$ cat config.mk
export PLATFORM = sky130hd
export DESIGN_NAME = pq_stream_driver_flat
export DESIGN_NICKNAME = d
export VERILOG_FILES = /design/src/rtl/pq_stream_driver_if.sv /design/src/rtl/pq_stream_driver.sv /design/src/flat_wrapper.sv
export SDC_FILE = /design/constraint.sdc
export NUM_CORES = 1
export LEC_CHECK = 0
export CAP_MARGIN = 20
export CORE_MARGIN = 2
export CORE_UTILIZATION = 45
export DETAILED_ROUTE_END_ITERATION = 10
export PLACE_DENSITY = 0.87
export SYNTH_ARGS = -nofsm -noshare
export SYNTH_HDL_FRONTEND = slang
export SYNTH_SLANG_ARGS = --single-unit
export TNS_END_PERCENT = 50
$ cat constraint.sdc
create_clock -name CLK -period 4.98 [get_ports CLK]
set_clock_uncertainty 0.1 [all_clocks]
set_input_delay 0.996 -clock CLK [delete_from_list [all_inputs] [get_ports CLK]]
set_output_delay 0.996 -clock CLK [all_outputs]
set_load 0.01 [all_outputs]
$ cat src/rtl/pq_stream_driver_if.sv
// Bundle of the stream and priority-queue command signals used by
// pq_stream_driver. The master modport is the driver itself; the slave
// modport is its environment (upstream, downstream and the attached PQ).
interface pq_stream_driver_if #(
    parameter int DATA_WIDTH = 16,
    parameter int QUEUE_SIZE = 8
);
    localparam int COUNT_WIDTH = $clog2(QUEUE_SIZE + 1);

    logic                   i_in_valid;
    logic                   o_in_ready;
    logic [DATA_WIDTH-1:0]  i_in_data;
    logic                   o_out_valid;
    logic                   i_out_ready;
    logic [DATA_WIDTH-1:0]  o_out_data;
    logic                   i_drain;
    logic                   o_pq_wrt;
    logic                   o_pq_read;
    logic [DATA_WIDTH-1:0]  o_pq_data;
    logic [DATA_WIDTH-1:0]  i_pq_data;
    logic [COUNT_WIDTH-1:0] o_count;
    logic                   o_zero_drop;

    modport master (
        input  i_in_valid, i_in_data, i_out_ready, i_drain, i_pq_data,
        output o_in_ready, o_out_valid, o_out_data, o_pq_wrt, o_pq_read,
               o_pq_data, o_count, o_zero_drop
    );

    modport slave (
        output i_in_valid, i_in_data, i_out_ready, i_drain, i_pq_data,
        input  o_in_ready, o_out_valid, o_out_data, o_pq_wrt, o_pq_read,
               o_pq_data, o_count, o_zero_drop
    );
endinterface

$ cat src/rtl/pq_stream_driver.sv
// Initiator-side driver for the register-tree priority queue. Turns an
// input valid/ready stream into single-cycle PQ write/read commands, waits
// out the PQ settle time after every command, tracks occupancy locally and
// returns popped (largest-first) items on an output valid/ready stream.
// Optional feature macro: PQ_REPLACE_EN (write+read in one command when the
// PQ is full, keeping occupancy constant).
module pq_stream_driver #(
    parameter int DATA_WIDTH    = 16,
    parameter int QUEUE_SIZE    = 8,
    parameter int SETTLE_CYCLES = 6
) (
    input  logic                CLK,
    input  logic                RST,
    pq_stream_driver_if.master  bus
);
    localparam int COUNT_WIDTH = $clog2(QUEUE_SIZE + 1);
    localparam logic [COUNT_WIDTH-1:0] COUNT_FULL  = COUNT_WIDTH'(QUEUE_SIZE);
    localparam logic [7:0]             SETTLE_LAST = 8'(SETTLE_CYCLES - 1);

    typedef enum logic [1:0] {
        IDLE   = 2'd0,
        CMD    = 2'd1,
        SETTLE = 2'd2
    } state_e;

    state_e                 state_q, state_d;
    logic                   pq_wrt_q, pq_wrt_d;
    logic                   pq_read_q, pq_read_d;
    logic [DATA_WIDTH-1:0]  pq_data_q, pq_data_d;
    logic                   out_valid_q, out_valid_d;
    logic [DATA_WIDTH-1:0]  out_data_q, out_data_d;
    logic [COUNT_WIDTH-1:0] count_q, count_d;
    logic                   zero_drop_q, zero_drop_d;
    logic [7:0]             settle_q, settle_d;
    logic                   in_ready;

    logic buf_empty, pq_full, pq_nonempty, item_zero, read_urgent, do_replace;

    assign buf_empty   = !out_valid_q;
    assign pq_full     = (count_q == COUNT_FULL);
    assign pq_nonempty = (count_q != '0);
    assign item_zero   = (bus.i_in_data == '0);
    assign read_urgent = pq_nonempty && buf_empty && (bus.i_drain || pq_full);

`ifdef PQ_REPLACE_EN
    assign do_replace = pq_full && bus.i_in_valid && !item_zero && buf_empty && !bus.i_drain;
`else
    assign do_replace = 1'b0;
`endif

    // Next-state, command decision, occupancy and output-buffer update.
    always_comb begin
        // NOTE: every variable gets a default first so no path leaves it
        // unassigned, which would otherwise infer a latch.
        state_d     = state_q;
        pq_wrt_d    = 1'b0;
        pq_read_d   = 1'b0;
        pq_data_d   = pq_data_q;
        out_valid_d = out_valid_q;
        out_data_d  = out_data_q;
        count_d     = count_q;
        zero_drop_d = 1'b0;
        settle_d    = settle_q;
        in_ready    = 1'b0;

        if (out_valid_q && bus.i_out_ready) begin
            out_valid_d = 1'b0;
        end

        case (state_q)
            IDLE: begin
                if (do_replace) begin
                    in_ready  = 1'b1;
                    pq_data_d = bus.i_in_data;
                    pq_wrt_d  = 1'b1;
                    pq_read_d = 1'b1;
                    state_d   = CMD;
                end else if (read_urgent) begin
                    pq_read_d = 1'b1;
                    state_d   = CMD;
                end else if (bus.i_in_valid && !bus.i_drain && item_zero) begin
                    // The PQ treats 0 as its empty marker: swallow the item.
                    in_ready    = 1'b1;
                    zero_drop_d = 1'b1;
                end else if (bus.i_in_valid && !pq_full && !bus.i_drain) begin
                    in_ready  = 1'b1;
                    pq_data_d = bus.i_in_data;
                    pq_wrt_d  = 1'b1;
                    state_d   = CMD;
                end else if (pq_nonempty && buf_empty) begin
                    pq_read_d = 1'b1;
                    state_d   = CMD;
                end
            end

            CMD: begin
                if (pq_read_q) begin
                    out_data_d  = bus.i_pq_data;
                    out_valid_d = 1'b1;
                end
                if (pq_wrt_q && !pq_read_q && !pq_full) begin
                    count_d = count_q + 1'b1;
                end else if (pq_read_q && !pq_wrt_q && pq_nonempty) begin
                    count_d = count_q - 1'b1;
                end
                settle_d = SETTLE_LAST;
                state_d  = SETTLE;
            end

            SETTLE: begin
                if (settle_q == 8'd0) begin
                    state_d = IDLE;
                end else begin
                    settle_d = settle_q - 8'd1;
                end
            end

            default: state_d = IDLE;
        endcase
    end

    // State and output registers with synchronous reset.
    always_ff @(posedge CLK) begin
        // NOTE: registers are updated with non-blocking assignments so every
        // flop samples the pre-edge value of its neighbours.
        if (RST) begin
            state_q     <= IDLE;
            pq_wrt_q    <= 1'b0;
            pq_read_q   <= 1'b0;
            pq_data_q   <= '0;
            out_valid_q <= 1'b0;
            out_data_q  <= '0;
            count_q     <= '0;
            zero_drop_q <= 1'b0;
            settle_q    <= 8'd0;
        end else begin
            state_q     <= state_d;
            pq_wrt_q    <= pq_wrt_d;
            pq_read_q   <= pq_read_d;
            pq_data_q   <= pq_data_d;
            out_valid_q <= out_valid_d;
            out_data_q  <= out_data_d;
            count_q     <= count_d;
            zero_drop_q <= zero_drop_d;
            settle_q    <= settle_d;
        end
    end

    assign bus.o_in_ready  = in_ready;
    assign bus.o_out_valid = out_valid_q;
    assign bus.o_out_data  = out_data_q;
    assign bus.o_pq_wrt    = pq_wrt_q;
    assign bus.o_pq_read   = pq_read_q;
    assign bus.o_pq_data   = pq_data_q;
    assign bus.o_count     = count_q;
    assign bus.o_zero_drop = zero_drop_q;
endmodule

$ cat src/flat_wrapper.sv
// flat-port wrapper written by rule: the top's interface ports become plain ports
module pq_stream_driver_flat 
#(
    parameter int DATA_WIDTH    = 16,
    parameter int QUEUE_SIZE    = 8,
    parameter int SETTLE_CYCLES = 6
)
  (CLK, RST, bus_i_in_valid, bus_i_in_data, bus_i_out_ready, bus_i_drain, bus_i_pq_data, bus_o_in_ready, bus_o_out_valid, bus_o_out_data, bus_o_pq_wrt, bus_o_pq_read, bus_o_pq_data, bus_o_count, bus_o_zero_drop);
  pq_stream_driver_if #(.DATA_WIDTH(DATA_WIDTH), .QUEUE_SIZE(QUEUE_SIZE)) bus_i ();
  input  logic CLK;
  input  logic RST;
  input wire logic [$bits(bus_i.i_in_valid)-1:0] bus_i_in_valid;
  input wire logic [$bits(bus_i.i_in_data)-1:0] bus_i_in_data;
  input wire logic [$bits(bus_i.i_out_ready)-1:0] bus_i_out_ready;
  input wire logic [$bits(bus_i.i_drain)-1:0] bus_i_drain;
  input wire logic [$bits(bus_i.i_pq_data)-1:0] bus_i_pq_data;
  output wire logic [$bits(bus_i.o_in_ready)-1:0] bus_o_in_ready;
  output wire logic [$bits(bus_i.o_out_valid)-1:0] bus_o_out_valid;
  output wire logic [$bits(bus_i.o_out_data)-1:0] bus_o_out_data;
  output wire logic [$bits(bus_i.o_pq_wrt)-1:0] bus_o_pq_wrt;
  output wire logic [$bits(bus_i.o_pq_read)-1:0] bus_o_pq_read;
  output wire logic [$bits(bus_i.o_pq_data)-1:0] bus_o_pq_data;
  output wire logic [$bits(bus_i.o_count)-1:0] bus_o_count;
  output wire logic [$bits(bus_i.o_zero_drop)-1:0] bus_o_zero_drop;
  assign bus_i.i_in_valid = bus_i_in_valid;
  assign bus_i.i_in_data = bus_i_in_data;
  assign bus_i.i_out_ready = bus_i_out_ready;
  assign bus_i.i_drain = bus_i_drain;
  assign bus_i.i_pq_data = bus_i_pq_data;
  assign bus_o_in_ready = bus_i.o_in_ready;
  assign bus_o_out_valid = bus_i.o_out_valid;
  assign bus_o_out_data = bus_i.o_out_data;
  assign bus_o_pq_wrt = bus_i.o_pq_wrt;
  assign bus_o_pq_read = bus_i.o_pq_read;
  assign bus_o_pq_data = bus_i.o_pq_data;
  assign bus_o_count = bus_i.o_count;
  assign bus_o_zero_drop = bus_i.o_zero_drop;
  pq_stream_driver #(.DATA_WIDTH(DATA_WIDTH), .QUEUE_SIZE(QUEUE_SIZE), .SETTLE_CYCLES(SETTLE_CYCLES)) u_core (.CLK(CLK), .RST(RST), .bus(bus_i));
endmodule
==> impl_metrics.yaml <==
run_status:
  status: "finished clean"
global_routing:
  track_usage_pct: 20.2
  grt-ovfl-total: 0
  grt_first_pass_wirelength_mm: 8.54
  grt_pass1_vias: 1875
  antenna_found_initial: 0
  grt_max_degree: 35
floorplan:
  dieWidth_um: 72.7
  placementRows: 25
  core_um2: 4630
  die_h_um: 72.7
  top_level_ports: 78
  initial_core_util_pct: 45.9
  dieArea_um2: 5290
power:
  power.total_w: 0.000766
  ir_drop_mv: 0.174
  p_leak_nw: 1.05
  powerDensity_nw_per_um2: 255
logic_synthesis:
  syn_inst: 234
  synth_edf_count: 0
  synth_cell_type_count: 39
  synthTopCellsByCount: "dfxtp_1, nand2_1, a21oi_1"
  synth_warnings: 0
  yosysMostFrequentCell: "dfxtp_1"
  ys_seq_area_share_pct: 47.1
  synth.avg_cell_area_um2: 9.08
  yosys.area.top_type: "dfxtp_1"
  synthArstFlopShare_pct: 0
  ys_seq_elements: 50
  yosys-top-cells-area: "dfxtp_1, nand2_1, a21oi_1"
  ys.flop_type: "dfxtp_1"
  syn-num-nets: 276
  syn_area_um2: 2130
  synth_top_area_share_pct: 47.1
clock_network:
  cts_tree: "built"
  root_buffer: "clkbuf_8"
  clk_pin_slew_worst_paths_ps: 90
  htree_levels: 2
  cts-hold-fix-buffers: 0
  max-clock-path-buffers: 2
  cts_made_buffers: 5
  numClockSinks: 50
  post-cts-setup-buffers: 0
  clock_latency_ps: 300
  cts-resized-gates: 0
detailed_routing:
  viasPerCell: 5.51
  drc: 0
  via_count: 1988
  routed_wl_mm: 5.13
  wl_per_cell_um: 14.2
  drt_iter0_drc: 109
  drt_first_pass_iters: 4
  drtAntennaViolNets: 0
placed_design:
  place_ws_ps: 865
  dp_hpwl_mm: 3.63
  numPortBuffers: 77
  globalplace.congestion: 0.825
  placed_area_um2: 2920
timing:
  finalHoldViolCount: 0
  fin_crit_sh_pct: 83.3
  rsz0062_at_grt: "false"
  timing.setup.tns_ps: 0
  fmax_mhz: 241
  slew_headroom_pct: 29.1
  tightest_slew_ps: 1060
  report.final.slew_viol_count: 0
  fin_crit_ps: 4150
  setup_viol: 0
  setup_ws_ps: 832
worst_setup_path:
  path_cells: "clkdlybuf4s50_1, nor4_1, and4_1, a21oi_1, nor4_1, clkdlybuf4s50_1"
  criticalPathCategory: "input port to primary output"
  worstPathRequired_ps: 3880
  arrival_ps: 3050
  max_stage_delay_ps: 600
  crit_slowest_cell: "clkdlybuf4s50_1"
  cp_max_fo: 4
  setup.worst_path.start_class: "input port"
  worstSetupEndpointType: "primary output"
worst_hold_path:
  hp-class: "flip-flop to flip-flop"
cells_and_area:
  multi_input_area_um2: 1050
  seq_area_um2: 1000
  fin_nets: 349
  diodes: 0
  syn_to_final_growth_pct: 41.3
  layout-drive-gt1-share_pct: 5.21
  fill_cells: 405
  utilization_pct: 64.9
  design_area_um2: 3000
job:
  max_cap_viol_count: 0
report_power, final:
group | switching (W) | leakage (nW) | internal, W
sequential | 0.0000148 | 0.405 | 0.000412
clock | 0.000129 | 0.0373 | 0.0000966
combinational | 0.0000476 | 0.610 | 0.0000663
total | 0.000192 | 1.05 | 0.000575
routing by layer:
layer  part of all wire [%]  global-route usage [%]
met3                    7.3                    5.25
met1                     46                    25.9
met2                     46                    32.8
met4                    1.3                    7.00
met5                      0                       0
metrics by stage:
stage          std cells  hold WS (ps)
3_3_place_gp         354           341
2_1_floorplan        234           352
4_1_cts              361           359
5_1_grt              361           374
3_5_place_dp         354           346
6_report             361           357
sequential cells by signal, indices dropped and copies added, names as in the netlist:
register,cells
u_core.bus.o_pq_wrt,1
u_core.bus.o_out_valid,1
u_core.bus.o_out_data,16
u_core.settle_q,8
u_core.bus.o_pq_data,16
u_core.bus.o_pq_read,1
u_core.bus.o_zero_drop,1
u_core.bus.o_count,4
u_core.state_q,2
cell families (layout without fill, tap and decap cells):
kind of cell,count (synthesis),after routing,synth area share (%)
buffers and inverters,17,90,3.30
XOR/XNOR,2,2,0.824
AO/OA/AOI/OAI,57,57,18.5
AND/OR/NAND/NOR,101,101,25.5
flip-flops,50,50,47.1
adder cells (fa/ha/maj),5,5,3.30
multiplexers,2,2,1.53
worst max-delay path, delay by kind of cell:
family / cells / cell delay (ps)
compound gates: 1 / 80
buf+inv: 2 / 1030
simple gates: 3 / 930
layout make-up:
class	count	share of cell area, %
Multi-Input combinational cell	167	35.1
Tap cell	54	2.25
Clock buffer	6	2.42
Clock inverter	1	0.250
Sequential cell	50	33.3
Inverter	4	0.500
Timing Repair Buffer	79	26.2
cell usage in the layout, fill, tap and decap left out, types with 2 or more instances in the layout:
| cell | count |
|---|---|
| a21oi_1 | 26 |
| clkbuf_8 | 5 |
| a22o_1 | 14 |
| xnor2_1 | 2 |
| nor4_1 | 9 |
| clkdlybuf4s50_1 | 77 |
| nand2b_1 | 3 |
| dfxtp_1 | 50 |
| nor2b_1 | 2 |
| and2_1 | 2 |
| or3_1 | 6 |
| o31ai_1 | 3 |
| nand3_1 | 5 |
| nor3_1 | 5 |
| a211oi_1 | 4 |
| nand4_1 | 6 |
| or4_1 | 3 |
| o21ai_0 | 5 |
| nand3b_1 | 2 |
| nor2_1 | 13 |
| inv_1 | 4 |
| nor4b_1 | 2 |
| ha_1 | 4 |
| buf_4 | 2 |
| nand2_1 | 36 |
final timing paths:
kind,from,to,slack (ps),depth (start not counted)
min reg2reg,u_core.bus.o_out_data[11]$_SDFFE_PP0P_,u_core.bus.o_out_data[11]$_SDFFE_PP0P_,360,2
max,bus_i_in_data[11],bus_o_in_ready,830,6
min,u_core.bus.o_out_data[11]$_SDFFE_PP0P_,u_core.bus.o_out_data[11]$_SDFFE_PP0P_,360,2
max reg2reg,u_core.state_q[0]$_SDFFE_PP0P_,u_core.bus.o_count[1]$_SDFFE_PP0P_,2350,4
Note: power is estimated with default switching activity, not from simulation.
